===== config.mk =====
export PLATFORM = sky130hd
export DESIGN_NAME = program_sequencer
export DESIGN_NICKNAME = d
export VERILOG_FILES = /design/src/rtl/program_sequencer_pkg.sv /design/src/rtl/program_sequencer_stack.sv /design/src/rtl/program_sequencer.sv
export SDC_FILE = /design/constraint.sdc
export NUM_CORES = 1
export LEC_CHECK = 0
export ABC_AREA = 1
export BUFFER_PORTS_ARGS = -buffer_cell sky130_fd_sc_hd__buf_2
export CORE_UTILIZATION = 25
export DETAILED_ROUTE_END_ITERATION = 10
export HOLD_SLACK_MARGIN = 0.12
export SYNTH_ARGS = -nofsm -noshare
export SYNTH_HDL_FRONTEND = slang
export SYNTH_SLANG_ARGS = --single-unit

===== constraint.sdc =====
create_clock -name clk -period 2.2 [get_ports clk]
set_clock_uncertainty 0.2 [all_clocks]
set_input_delay 0.11 -clock clk [delete_from_list [all_inputs] [get_ports clk]]
set_output_delay 0.11 -clock clk [all_outputs]
set_load 0.03 [all_outputs]

===== src/rtl/program_sequencer_pkg.sv =====
// Shared definitions for the program sequencer: default widths, the pm_addr
// source selector and the jump-target helper.
package program_sequencer_pkg;

  localparam int DEF_PC_W        = 8;
  localparam int DEF_NIB_W       = 4;
  localparam int DEF_STACK_DEPTH = 4;

  // Which source drives pm_addr this cycle, listed in priority order.
  typedef enum logic [2:0] {
    SRC_RESET = 3'd0,
    SRC_HOLD  = 3'd1,
    SRC_RET   = 3'd2,
    SRC_CALL  = 3'd3,
    SRC_JMP   = 3'd4,
    SRC_INC   = 3'd5
  } addr_src_e;

  // Jump target at the default widths. The nibble selects a 16-byte page.
  function automatic logic [DEF_PC_W-1:0] jump_target(input logic [DEF_NIB_W-1:0] nib);
    return {nib, {(DEF_PC_W-DEF_NIB_W){1'b0}}};
  endfunction

endpackage


===== src/rtl/program_sequencer_stack.sv =====
// seq_return_stack: LIFO of return addresses for hardware call/return.
// Only instantiated when SEQ_CALL_STACK_EN is defined. Push and pop are never
// requested together by the sequencer; if they were, pop wins.
module seq_return_stack
  import program_sequencer_pkg::*;
#(
  parameter int PC_W  = DEF_PC_W,
  parameter int DEPTH = DEF_STACK_DEPTH
) (
  input  logic            clk,
  input  logic            sync_reset_n,
  input  logic            push,
  input  logic            pop,
  input  logic [PC_W-1:0] push_data,
  output logic [PC_W-1:0] top,
  output logic            full,
  output logic            empty
);

  localparam int CNT_W = $clog2(DEPTH + 1);
  localparam int IDX_W = (DEPTH > 1) ? $clog2(DEPTH) : 1;

  logic [PC_W-1:0]  mem [DEPTH];
  logic [CNT_W-1:0] count;
  logic [IDX_W-1:0] wr_idx;
  logic [IDX_W-1:0] top_idx;

  assign wr_idx  = IDX_W'(count);
  assign top_idx = IDX_W'(count - CNT_W'(1));
  assign full    = (count == CNT_W'(DEPTH));
  assign empty   = (count == '0);
  assign top     = mem[top_idx];

  // Occupancy count; reset discards every entry.
  always_ff @(posedge clk) begin
    if (!sync_reset_n) begin
      count <= '0;
    end else if (pop && !empty) begin
      count <= count - CNT_W'(1);
    end else if (push && !full) begin
      count <= count + CNT_W'(1);
    end
  end

  // Entry storage; contents above the count are don't-care so no reset.
  always_ff @(posedge clk) begin
    if (sync_reset_n && push && !pop && !full) begin
      mem[wr_idx] <= push_data;
    end
  end

endmodule


===== src/rtl/program_sequencer.sv =====
// program_sequencer: program-memory fetch address generator.
// pm_addr is combinational so the ROM sees the redirect in the same cycle;
// pc follows pm_addr one clock later.
// Optional feature macro: SEQ_CALL_STACK_EN enables the call/return stack.
// Without it call/ret are ignored and stack_err is tied low.
module program_sequencer
  import program_sequencer_pkg::*;
#(
  parameter int PC_W        = DEF_PC_W,
  parameter int NIB_W       = DEF_NIB_W,
  parameter int STACK_DEPTH = DEF_STACK_DEPTH
) (
  input  logic             clk,
  input  logic             sync_reset_n,
  input  logic             jmp,
  input  logic             jmp_nz,
  input  logic [NIB_W-1:0] jmp_addr,
  input  logic             dont_jmp,
  input  logic             hold,
  input  logic             call,
  input  logic             ret,
  output logic [PC_W-1:0]  pm_addr,
  output logic [PC_W-1:0]  pc,
  output logic [PC_W-1:0]  from_PS,
  output logic             jmp_taken,
  output logic             stack_err
);

  addr_src_e       src;
  logic [PC_W-1:0] pc_inc;
  logic [PC_W-1:0] target;
  logic [PC_W-1:0] stack_top;
  logic            redirect;

  assign pc_inc   = pc + PC_W'(1);
  assign target   = {jmp_addr, {(PC_W-NIB_W){1'b0}}};
  assign redirect = (src == SRC_RET) || (src == SRC_CALL) || (src == SRC_JMP);
  assign from_PS  = pc;

`ifdef SEQ_CALL_STACK_EN
  logic stack_full;
  logic stack_empty;
  logic push;
  logic pop;
  logic err_set;
  logic stack_err_q;

  assign push      = (src == SRC_CALL) && !stack_full;
  assign pop       = (src == SRC_RET);
  assign stack_err = stack_err_q;

  seq_return_stack #(
    .PC_W  (PC_W),
    .DEPTH (STACK_DEPTH)
  ) u_stack (
    .clk          (clk),
    .sync_reset_n (sync_reset_n),
    .push         (push),
    .pop          (pop),
    .push_data    (pc_inc),
    .top          (stack_top),
    .full         (stack_full),
    .empty        (stack_empty)
  );

  // Source select in priority order, plus the stack error condition.
  // A ret on an empty stack falls through to pc+1 and is not a redirect.
  always_comb begin
    src     = SRC_INC;
    err_set = 1'b0;
    if (!sync_reset_n) begin
      src = SRC_RESET;
    end else if (hold) begin
      src = SRC_HOLD;
    end else if (ret) begin
      if (stack_empty) begin
        err_set = 1'b1;
      end else begin
        src = SRC_RET;
      end
    end else if (call) begin
      src     = SRC_CALL;
      err_set = stack_full;
    end else if (jmp || (jmp_nz && !dont_jmp)) begin
      src = SRC_JMP;
    end
  end

  // Sticky over/underflow flag, cleared only by reset.
  always_ff @(posedge clk) begin
    if (!sync_reset_n) begin
      stack_err_q <= 1'b0;
    end else if (err_set) begin
      stack_err_q <= 1'b1;
    end
  end
`else
  logic unused_stack_ctrl;
  localparam int unused_stack_depth = STACK_DEPTH;

  assign unused_stack_ctrl = call ^ ret;
  assign stack_top         = '0;
  assign stack_err         = 1'b0;

  // Source select in priority order; call/ret have no effect in this build.
  always_comb begin
    src = SRC_INC;
    if (!sync_reset_n) begin
      src = SRC_RESET;
    end else if (hold) begin
      src = SRC_HOLD;
    end else if (jmp || (jmp_nz && !dont_jmp)) begin
      src = SRC_JMP;
    end
  end
`endif

  // Fetch address mux driven by the selected source.
  always_comb begin
    case (src)
      SRC_RESET: pm_addr = '0;
      SRC_HOLD:  pm_addr = pc;
      SRC_RET:   pm_addr = stack_top;
      SRC_CALL,
      SRC_JMP:   pm_addr = target;
      default:   pm_addr = pc_inc;
    endcase
  end

  // PC follows the fetch address; jmp_taken records a redirect this cycle.
  always_ff @(posedge clk) begin
    if (!sync_reset_n) begin
      pc        <= '0;
      jmp_taken <= 1'b0;
    end else begin
      pc        <= pm_addr;
      jmp_taken <= redirect;
    end
  end

endmodule


Word-level counts from Yosys, hierarchy flattened
Index checks and enable logic that the tools add are counted.
- $add $sub $neg: 1
- equality and inequality tests: 4
- mux-type cells: 4
- reductions and logical operators: 8
- operator list (kind ; count):
    $pmux 8 s3 ; 1
    $add 8x1->8 const B ; 1
    $eq 3x2->1 const B ; 2
    $mux 3 ; 2
    $reduce_or 2->1 ; 2
    $eq 3x1->1 const B ; 1
    $eq 3x3->1 const B ; 1
    $logic_not 3->1 ; 1
    $logic_or 1x1->1 ; 3
    $logic_and 1x1->1 ; 1
    $logic_not 1->1 ; 1
    $mux 1 ; 1
- register bits after elaboration: 9
- bits of input ports: 12
- output and inout bits: 26
- word-level logic and storage cells: 19

Depth between registers and ports, before layout
Gate-level depths: netlist of run 1.
- depth in word-level cells: 9
- mapped depth: 7
- depth with buffers taken out: 7

Least setup slack after synthesis of run 1
No wires, ideal clock.
- kind: register -> output
- from: register pc[0] (netlist: from_PS[0])
- to: output port pm_addr[6]
- arrival: 1411 ps
- data required time: 1890 ps
- slack: 479 ps
- cell stages (with the launch flop): 8
- path buffers: 0
- cell sequence: dfxtp_1 -> ha_1 -> nand3_1 -> nor2_1 -> nand2_1 -> nand2_1 -> nand2_1 -> nand2_1
- cells in the longest elaborated chain, start to end: 2
- ends and longest elaborated chain (item ; line ; RTL):
    start: declaration ; program_sequencer.sv:23 ; output logic [PC_W-1:0] pc,
    start signal: assignment ; program_sequencer.sv:136 ; pc <= pm_addr;
    $add 8x1->8 ; program_sequencer.sv:35 ; assign pc_inc = pc + PC_W'(1);
    $pmux 8 s3 ; program_sequencer.sv:120 ; case (src)
    end: declaration ; program_sequencer.sv:22 ; output logic [PC_W-1:0] pm_addr,
Every way passes these cells.

Final worst setup path of run 1
- from: input port hold
- to: register jmp_taken
- cells in the longest elaborated chain, start to end: 5
- elaborated cells on any way between the ends: 7
- those cells by class: eq/ne (3); mux (2); reduce/logical (2)
- ends and longest elaborated chain (item ; line ; RTL):
    start: declaration ; program_sequencer.sv:19 ; input logic hold,
    $mux 3 (*) ; program_sequencer.sv:110 ; end else if (hold) begin
    $mux 3 (*) ; program_sequencer.sv:108 ; if (!sync_reset_n) begin
    $eq 3x2->1 ; program_sequencer.sv:37 ; assign redirect = (src == SRC_RET) || (src == SRC_CALL) || (src == SRC_JMP);
    $logic_or 1x1->1 ; program_sequencer.sv:37 ;
    $logic_or 1x1->1 (*) ; program_sequencer.sv:37 ;
    end signal: assignment ; program_sequencer.sv:137 ; jmp_taken <= redirect;
    end: declaration ; program_sequencer.sv:25 ; output logic jmp_taken,
Mark *: on every way between the ends. The rest lies on a longest branch, timed or not.
A chain may end at the register's enable or synchronous reset.

==> results.md, run 1 <==
* Tot Pwr at 0.4279 mW
* Clock tree buffer depth at 2
* Fin. max-slew vios at 0
* Adder-cell share of the synthesized area at 1.988%
* Syn_area_per_cell at 6.231 sq um
* Pin count of the biggest net entering global routing at 10
* # fillers at 271
* All-Layer GR Usage at 11.81%
* Worst Path Arrival at 2.14 ns
* Footprint of the multi-input gates at 340.3 sq um
* Startpoint Class: primary input
* Lkg Pwr at 0.5427 nW
* Synth Register Bits at 9
* Antenna violations before repair at 0
* Cells after synthesis at 101
* CTS tree: yes
* Fraction of the mapped netlist area in simple logic gates at 43.94%
* Die height at 52.18 um
* WL final at 1453 um
* Worst reg2reg path startpoint: from_PS[0]
* HPWL Detailed at 1126 um
* Worst R2R End: from_PS[2]
* Core Region at 0.002297 sq mm
* WP data required at 2.21 ns
* Setup Buffers After CTS at 0
* Number of global-route vias before repair at 567
* Hold slack at 0.1269 ns
* Routed wl met2 at 648 um
* Unrepaired setup endpoints after global routing: false
* Drt wl/cell at 8.649 um
* Power Dens Cells at 478.9 mW/mm^2
* Port Buffers at 34
* Status: complete, no violations
* CP Max Fanout at 4
* Vias at 700
* Worst Hold Depth at 6
* CP Class: in2reg
* Clk sinks at 9
* CP Capture Type: register
* Tcrit/Tclk final at 97.18%
* CTS Buf Count at 3
* Routability congestion estimate at 0.8295
* Post-synthesis mux area share at 0%
* Nets at 154
* Clk slew on worst S/H paths at 0.06 ns
* Top-Level Pins at 38
* P&R area growth vs syn at 41.95%
* GR Overflow Total at 0
* Hold Crit Start: jmp
* Xor/xnor share of the synthesized area at 1.392%
* Die Area at 0.002722 sq mm
* Min-delay worst type: in2reg
* DR iter-0 viols at 12
* WL met3 at 115 um
* Clock Latency Late Sink at 0.26 ns
* Initial Util at 27.40%
* Max Cap Viol at 0
* Share of layout cells above drive strength 1 at 32.14%
* Via density per instance at 4.167
* Final hold vios at 0
* FP Rows at 17
* Die W at 52.18 um
* Syn nets at 114
* Detail Route Antenna Nets at 0
* First-pass GRT wire length at 2421 um
* Synthesis Warnings at 0
* N_diodes at 0
* H-Tree Depth at 1
* Largest family of logic cells by synthesized area: simple AND/OR/NAND/NOR gates
* Tmin final at 2.138 ns
* Synth Area in Compound Gates at 6.163%
* Worst Setup SP: hold
* Hold Path Sink: from_PS[1]
* Residual DRC count at 0
* CTS root buf: clkbuf_4
* Worst reg2reg path depth at 5
* Post-synthesis sequential area ratio at 28.63%
* Met1 Wirelength at 689 um
* TNS Setup at 0 ns
* Synthesized area at 629.4 sq um
* Top layer in use: met3
* Endpoints failing setup at 0
* Initial DRT Pass Iterations at 4
* FF-to-FF setup slack at 0.32 ns
* Max Clk Rate at 467.7 MHz
* VDD IR max at 0.2340 mV
* Sequential standard cell area at 180.2 sq um
* Count of cell types in the netlist at 18
-- power by group --
part           switching (mW)  total, mW  leakage, nW  internal [mW]
Combinational          0.0796      0.121        0.454         0.0414
Clock                  0.0577      0.128       0.0150         0.0699
Sequential            0.00856      0.179       0.0737          0.171
-- per-layer routing --
layer	vias to the layer above	track usage, %
li1	384	-
met1	287	16.98
met2	29	17.09
met3	0	2.609
met4	0	3.947
met5	-	0
-- Yosys cell counts --
master	instances	area share, %
o21ai_0	6	4.8
inv_2	2	1.2
ha_1	1	2.0
nand4_1	1	0.99
nor2_1	5	3.0
nor2_8	1	3.2
nand3b_1	1	1.2
dfxtp_1	9	29
nand2_1	43	26
conb_1	1	0.60
nor2_2	1	0.99
nand3_2	1	1.6
buf_4	9	11
nand3_1	8	6.4
or2_2	1	0.99
xor2_1	1	1.4
inv_1	9	5.4
o21ai_2	1	1.4
-- worst max path at each step --
| stage | depth (start not counted) | to |
|---|---|---|
| after CTS | 7 | jmp_taken |
| after floorplan | 7 | pm_addr[6] |
| after detailed placement | 8 | pm_addr[6] |
| after global routing | 7 | jmp_taken |
| final | 7 | jmp_taken |
| after global placement | 8 | pm_addr[6] |
-- what timing repair did --
action                                  4_1_cts  5_1_grt
endpoints found under the setup margin        0        1
resized for setup                             0        1
hold buffers                                 10        0
hold endpoints to repair                      9        0
-- cells by family after synthesis --
family / count (synthesis)
buf+inv: 20
flops: 9
other cells: 1
compound gates: 7
fa+ha+maj: 1
xor+xnor: 1
simple gates: 62
-- flip-flops by register name (all words and copies together), names as in the netlist --
| name | count |
|---|---|
| from_PS | 8 |
| jmp_taken | 1 |
-- worst max-delay path, cell delays in order --
cell and delay, ns:
dlygate4sd3_1 0.52, buf_2 0.16, inv_2 0.08, nand2_1 0.07, dlygate4sd3_1 0.57, nor2_1 0.10, dlygate4sd3_1 0.54
-- placed cells by master, fill, tap and decap left out, drive strengths merged, types with 4 or more instances in the layout --
cell,instances
nor2,7
dfxtp,9
buf,34
nand3,9
nand2,43
clkbuf,4
inv,11
dlygate4sd3,10
o21ai,7
-- area by class of cell --
cell class              count  share of cell area, %
repair buffers             44                  30.25
clock buffers               4                  2.941
well taps                  28                  3.922
flip-flops and latches      9                  20.17
inverters                  11                  4.622
multi-input cells          72                  38.10
-- stage by stage --
| step | util, % | cells | setup WS, ns | cell area (sq um) |
|---|---|---|---|---|
| CTS | 38.89 | 168 | 0.06212 | 893.4 |
| floorplan | - | 101 | 0.4787 | 629.4 |
| global route | 38.89 | 168 | 0.02197 | 893.4 |
| detailed placement | 33.39 | 154 | 0.5686 | 767.0 |
| finish | 38.89 | 168 | 0.06205 | 893.4 |
| global placement | 33.39 | 154 | 0.6163 | 767.0 |
(Power assumes the default switching activity.)
==> inputs of run 2 (changes only) <==
ABC_AREA = default   (was 1)
==> run 2 against run 1 <==
Fmax grew 4.6%. Sequential share of layout area grew 0.73 points. Setup slack gained 0.094 ns. Worst hold slack gained 0.021 ns. Critical path depth is the same. Critical endpoint is now pm_addr[6]. Area after synthesis shrank 1.4%. Non-clock buffer count grew 1. Via count shrank 9.7%. Die area shrank 1.3%. Clock power is essentially flat. Combinational power grew 19%. Core utilization shrank 1.0 points. Largest power group unchanged.
==> results.md, run 2 <==
* Status: complete, no violations
* Max reg flops at 8
* Top cells by count, synth: 10 x buf_4, 9 x dfxtp_1, 8 x a21oi_1
* Lkg Pwr at 0.4159 nW
* Post-synthesis sequential area ratio at 29.03%
* Power Dens Cells at 526.9 mW/mm^2
* Residual DRC count at 0
* TNS Setup at 0 ns
* Syn_area_per_cell at 8.619 sq um
* Routability congestion estimate at 0.7613
* CTS Buf Count at 3
* Most common cell after layout, fill and taps aside: buf_2
* P&R area growth vs syn at 38.91%
* Share of the synthesized area in the top cell type at 29.03%
* CP Max Fanout at 9
* Startpoint Class: primary input
* Die W at 51.83 um
* Count of cell types in the netlist at 29
* Cells after synthesis at 72
* Clk sinks at 9
* Clock Latency Late Sink at 0.26 ns
* Antenna violations before repair at 0
* H-Tree Depth at 1
* Number of enable flip-flop cells after synthesis at 0
* CP most frequent cell: buf_2
* Die height at 51.83 um
* Pin count of the biggest net entering global routing at 10
* WL met3 at 69 um
* CTS tree: yes
* Cell taking the most area after synthesis: dfxtp_1
* First-pass GRT wire length at 2359 um
* CP top delay family: buffers and inverters
* Tcrit/Tclk final at 92.91%
* Synthesis Warnings at 0
* Place WS at 0.4674 ns
* Nets at 123
* Via density per instance at 4.613
* Synth Flop Type: dfxtp_1
* Vias at 632
* Share of layout cells above drive strength 1 at 42.20%
* Cells along the critical path: dlygate4sd3_1, buf_2, nor3_4, buf_4, a21oi_2, a21oi_1, buf_2
* Detail Route Antenna Nets at 0
* CTS root buf: clkbuf_4
* Syn nets at 85
* Top layer in use: met4
* Clk slew on worst S/H paths at 0.06 ns
* CP Capture Type: primary output
* Tmin final at 2.044 ns
* Top-Level Pins at 38
* CP max stage delay at 0.53 ns
* Routed wl met2 at 709 um
* HPWL Detailed at 1144 um
* Initial Util at 27.27%
* Fin. max-slew vios at 0
* N_diodes at 0
* FP Rows at 17
* Clock tree buffer depth at 2
* Synth Register Bits at 9
* Count leader, synth: buf_4
* Slew headroom at 66.66%
* Final hold vios at 0
* Endpoints failing setup at 0
* Post-CTS sizing at 0
* Max Clk Rate at 489.2 MHz
* Initial DRT Pass Iterations at 4
* Most frequent cells in the layout: 34 x buf_2, 10 x dlygate4sd3_1, 9 x dfxtp_1
* Port Buffers at 34
* GR Overflow Total at 0
* Critical path's slowest cell: dlygate4sd3_1
* Slew @ Worst Pin at 0.4938 ns
* Unrepaired setup endpoints after global routing: false
* Synth top area cells: dfxtp_1 29%, buf_4 12%, a21oi_1 6.5%, buf_6 3.6%, mux2_2 3.6%
* WP data required at 1.89 ns
* Number of global-route vias before repair at 505
* Setup Buffers After CTS at 0
* VDD IR max at 0.2129 mV
* Min-delay worst type: in2reg
* Core Region at 0.002276 sq mm
* Max Cap Viol at 0
* DR iter-0 viols at 4
* Critical path buffers and inverters at 4
* Min setup slack post-route at 0.1559 ns
* WL final at 1570 um
* Synthesized area at 620.6 sq um
* All-Layer GR Usage at 12.28%
* Drt wl/cell at 11.46 um
* Met1 Wirelength at 764 um
* Worst Path Arrival at 1.73 ns
* CP Class: in2out
* Ys async rst share at 0%
* Die Area at 0.002686 sq mm
-- run 2: cell count changes in the layout (fill, tap and decap cells not counted), sizes merged, moves of 5 or more --
cell,delta
inv,-10
nand2,-39
o21ai,-5
a21oi,+10
nand3,-5
-- run 2: kinds of logic after synthesis --
kind of cell	count (synthesis)	share of synthesized area, %
AO/OA/AOI/OAI	22	23.39
AND/OR/NAND/NOR	20	19.16
buffers and inverters	13	16.33
flip-flops	9	29.03
XOR/XNOR	3	4.235
multiplexers	3	5.242
adder cells (fa/ha/maj)	1	2.016
other	1	0.6043
-- run 2: where the power goes --
part / switching, mW / internal (mW) / leakage [nW]
logic: 0.0904 / 0.0537 / 0.327
clock network: 0.0574 / 0.0698 / 0.0150
registers: 0.0113 / 0.172 / 0.0738
-- run 2: layer usage --
metal	up-vias	GRT usage (%)
li1	330	-
met1	278	16.81
met2	22	16.88
met3	2	1.754
met4	0	9.459
met5	-	0
-- run 2: worst register-to-register path: stages (launching register included) --
cell           delay [ns]
dfxtp_1              0.43
ha_1                 0.23
nand3_1              0.13
a21oi_1              0.22
o22ai_1              0.11
dlygate4sd3_1        0.55
-- run 2: worst paths after layout --
check | startpoint | end | slack [ns] | cells past startpoint
max reg2reg | from_PS[0] | from_PS[4] | 0.21 | 5
max | jmp | pm_addr[6] | 0.16 | 7
min reg2reg | from_PS[2] | from_PS[2] | 0.36 | 1
min | jmp_nz | jmp_taken | 0.15 | 4
-- run 2: what timing repair did --
item,CTS,global route
hold buffers,10,0
setup endpoints to repair,0,1
endpoints found under the hold margin,9,0
-- run 2: layout make-up --
type / instances / area, sq um
clock buffer: 4 / 26.28
fill: 237 / 1414
inverter: 1 / 3.754
multi-input combinational: 50 / 339.1
sequential: 9 / 180.2
tap: 28 / 35.03
timing repair buffer: 45 / 277.8
-- run 2: through the flow --
step / cell area, sq um / instances / util (%) / hold WS [ns] / power [mW]
floorplan: 620.6 / 72 / - / 0.08627 / 0.2926
global placement: 735.7 / 123 / 32.33 / 0.1948 / 0.3143
detailed placement: 735.7 / 123 / 32.33 / 0.2305 / 0.3168
CTS: 862.1 / 137 / 37.88 / 0.1449 / 0.4614
global route: 862.1 / 137 / 37.88 / 0.1858 / 0.4839
finish: 862.1 / 137 / 37.88 / 0.1476 / 0.4542
==> inputs of run 3 (changes only) <==
BUFFER_PORTS_ARGS = -buffer_cell sky130_fd_sc_hd__clkbuf_2   (was -buffer_cell sky130_fd_sc_hd__buf_2)
CAP_MARGIN = 20   (was default)
==> run 3 against run 2 <==
Via count increased by 1.1%. Final cell count increased by 2.2%. Sequential share of layout area decreased by 0.70 points. Worst hold slack got worse by 0.0036 ns. Combinational power increased by 3%. Sequential power about the same. First-iteration DRC count increased by 50%. Register-to-register slack about the same. Largest power group unchanged.
==> results.md, run 3 (same netlist as run 2, synthesis figures left out) <==
* CTS Buf Count at 3
* Most common cell after layout, fill and taps aside: clkbuf_2
* Max reg flops at 8
* Top-Level Pins at 38
* First-pass GRT wire length at 2346 um
* CP Class: in2reg
* H-Tree Depth at 1
* Number of global-route vias before repair at 544
* Clock tree buffer depth at 2
* FF-to-FF setup slack at 0.20 ns
* Initial DRT Pass Iterations at 4
* Worst reg2reg path startpoint: from_PS[1]
* Min setup slack post-route at 0.1484 ns
* Drt wl/cell at 11.03 um
* Core Region at 0.002276 sq mm
* Max Cap Viol at 0
* Die Area at 0.002686 sq mm
* WP data required at 2.19 ns
* Die W at 51.83 um
* Via density per instance at 4.564
* Fin. max-slew vios at 0
* Nets at 126
* Max Clk Rate at 487.4 MHz
* Worst R2R End: from_PS[4]
* CTS tree: yes
* Die height at 51.83 um
* VDD IR max at 0.2499 mV
* CP Max Fanout at 8
* Detail Route Antenna Nets at 0
* Setup Buffers After CTS at 0
* Worst Hold Depth at 4
* Hold Path Sink: from_PS[7]
* Residual DRC count at 0
* Clock Latency Late Sink at 0.27 ns
* # fillers at 238
* Startpoint Class: primary input
* Routability congestion estimate at 0.7853
* Clk sinks at 9
* HPWL Detailed at 1140 um
* Initial Util at 27.27%
* Place WS at 0.4570 ns
* WL final at 1544 um
* Pin count of the biggest net entering global routing at 9
* Endpoints failing setup at 0
* Worst reg2reg path depth at 5
* DR iter-0 viols at 6
* Final hold vios at 0
* CP Capture Type: register
* Status: complete, no violations
* GR Overflow Total at 0
* Port Buffers at 34
* FP Rows at 17
* Hold Crit Start: jmp_nz
* Vias at 639
* CTS root buf: clkbuf_4
* Worst Path Arrival at 2.04 ns
* P&R area growth vs syn at 43.75%
* Share of layout cells above drive strength 1 at 41.07%
* All-Layer GR Usage at 11.69%
* Tmin final at 2.052 ns
* N_diodes at 0
* Lkg Pwr at 0.4114 nW
* Tcrit/Tclk final at 93.25%
* Unrepaired setup endpoints after global routing: false
* TNS Setup at 0 ns
* Power Dens Cells at 519.6 mW/mm^2
* Most frequent cells in the layout: 34 x clkbuf_2, 13 x dlygate4sd3_1, 9 x dfxtp_1
* Antenna violations before repair at 0
* Min-delay worst type: in2reg
* Clk slew on worst S/H paths at 0.06 ns
## run 3: cell count changes in the layout (fill, tap and decap cells not counted)
cell           before  now
buf_2              34    0
clkbuf_2            0   34
dlygate4sd3_1      10   13
## run 3: through the flow
stage          hold WS, ns  cell area, sq um  power [mW]  utilization, %  instances
5_1_grt             0.1601             892.1      0.4894           39.20        140
6_report            0.1440             892.1      0.4635           39.20        140
3_5_place_dp        0.2256             735.7      0.3160           32.33        123
4_1_cts             0.1492             892.1      0.4674           39.20        140
2_1_floorplan      0.08627             620.6      0.2926               -         72
3_3_place_gp        0.1976             735.7      0.3144           32.33        123
## run 3: layer usage
metal	track usage, %	up-vias	routed length (um)
li1	-	335	-
met4	6.757	0	27
met3	1.754	4	86
met5	0	-	0
met2	17.31	23	722
met1	15.82	277	707
## run 3: where the power goes
group / switching (mW) / internal [mW]
sequential: 0.0116 / 0.172
clock: 0.0615 / 0.0700
combinational: 0.0914 / 0.0575
## run 3: cell type report
class                      count  area, sq um  area share [%]
clock buffer                   4        26.28           2.945
inverter                       1        3.754          0.4208
multi-input combinational     50        339.1           38.01
sequential                     9        180.2           20.20
tap                           28        35.03           3.927
timing repair buffer          48        307.8           34.50
## run 3: how the worst max path moves through the flow
stage	start	end	slack (ns)	cells past startpoint
6_report	jmp	from_PS[6]	0.15	7
5_1_grt	from_PS[0]	pm_addr[6]	0.04	6
4_1_cts	jmp	pm_addr[6]	0.13	7
3_5_place_dp	from_PS[1]	pm_addr[6]	0.46	6
3_3_place_gp	from_PS[0]	pm_addr[6]	0.48	6
2_1_floorplan	from_PS[0]	pm_addr[6]	0.20	5
## run 3: critical path, stage by stage
cell           delay [ns]
dlygate4sd3_1        0.53
clkbuf_2             0.14
nor3_4               0.32
buf_4                0.22
a21oi_2              0.04
dlygate4sd3_1        0.57
a21oi_1              0.11
## run 3: repair_timing
action | in CTS | in global routing
gates resized for setup | 0 | 0
hold endpoints to repair | 9 | 0
hold buffers | 13 | 0
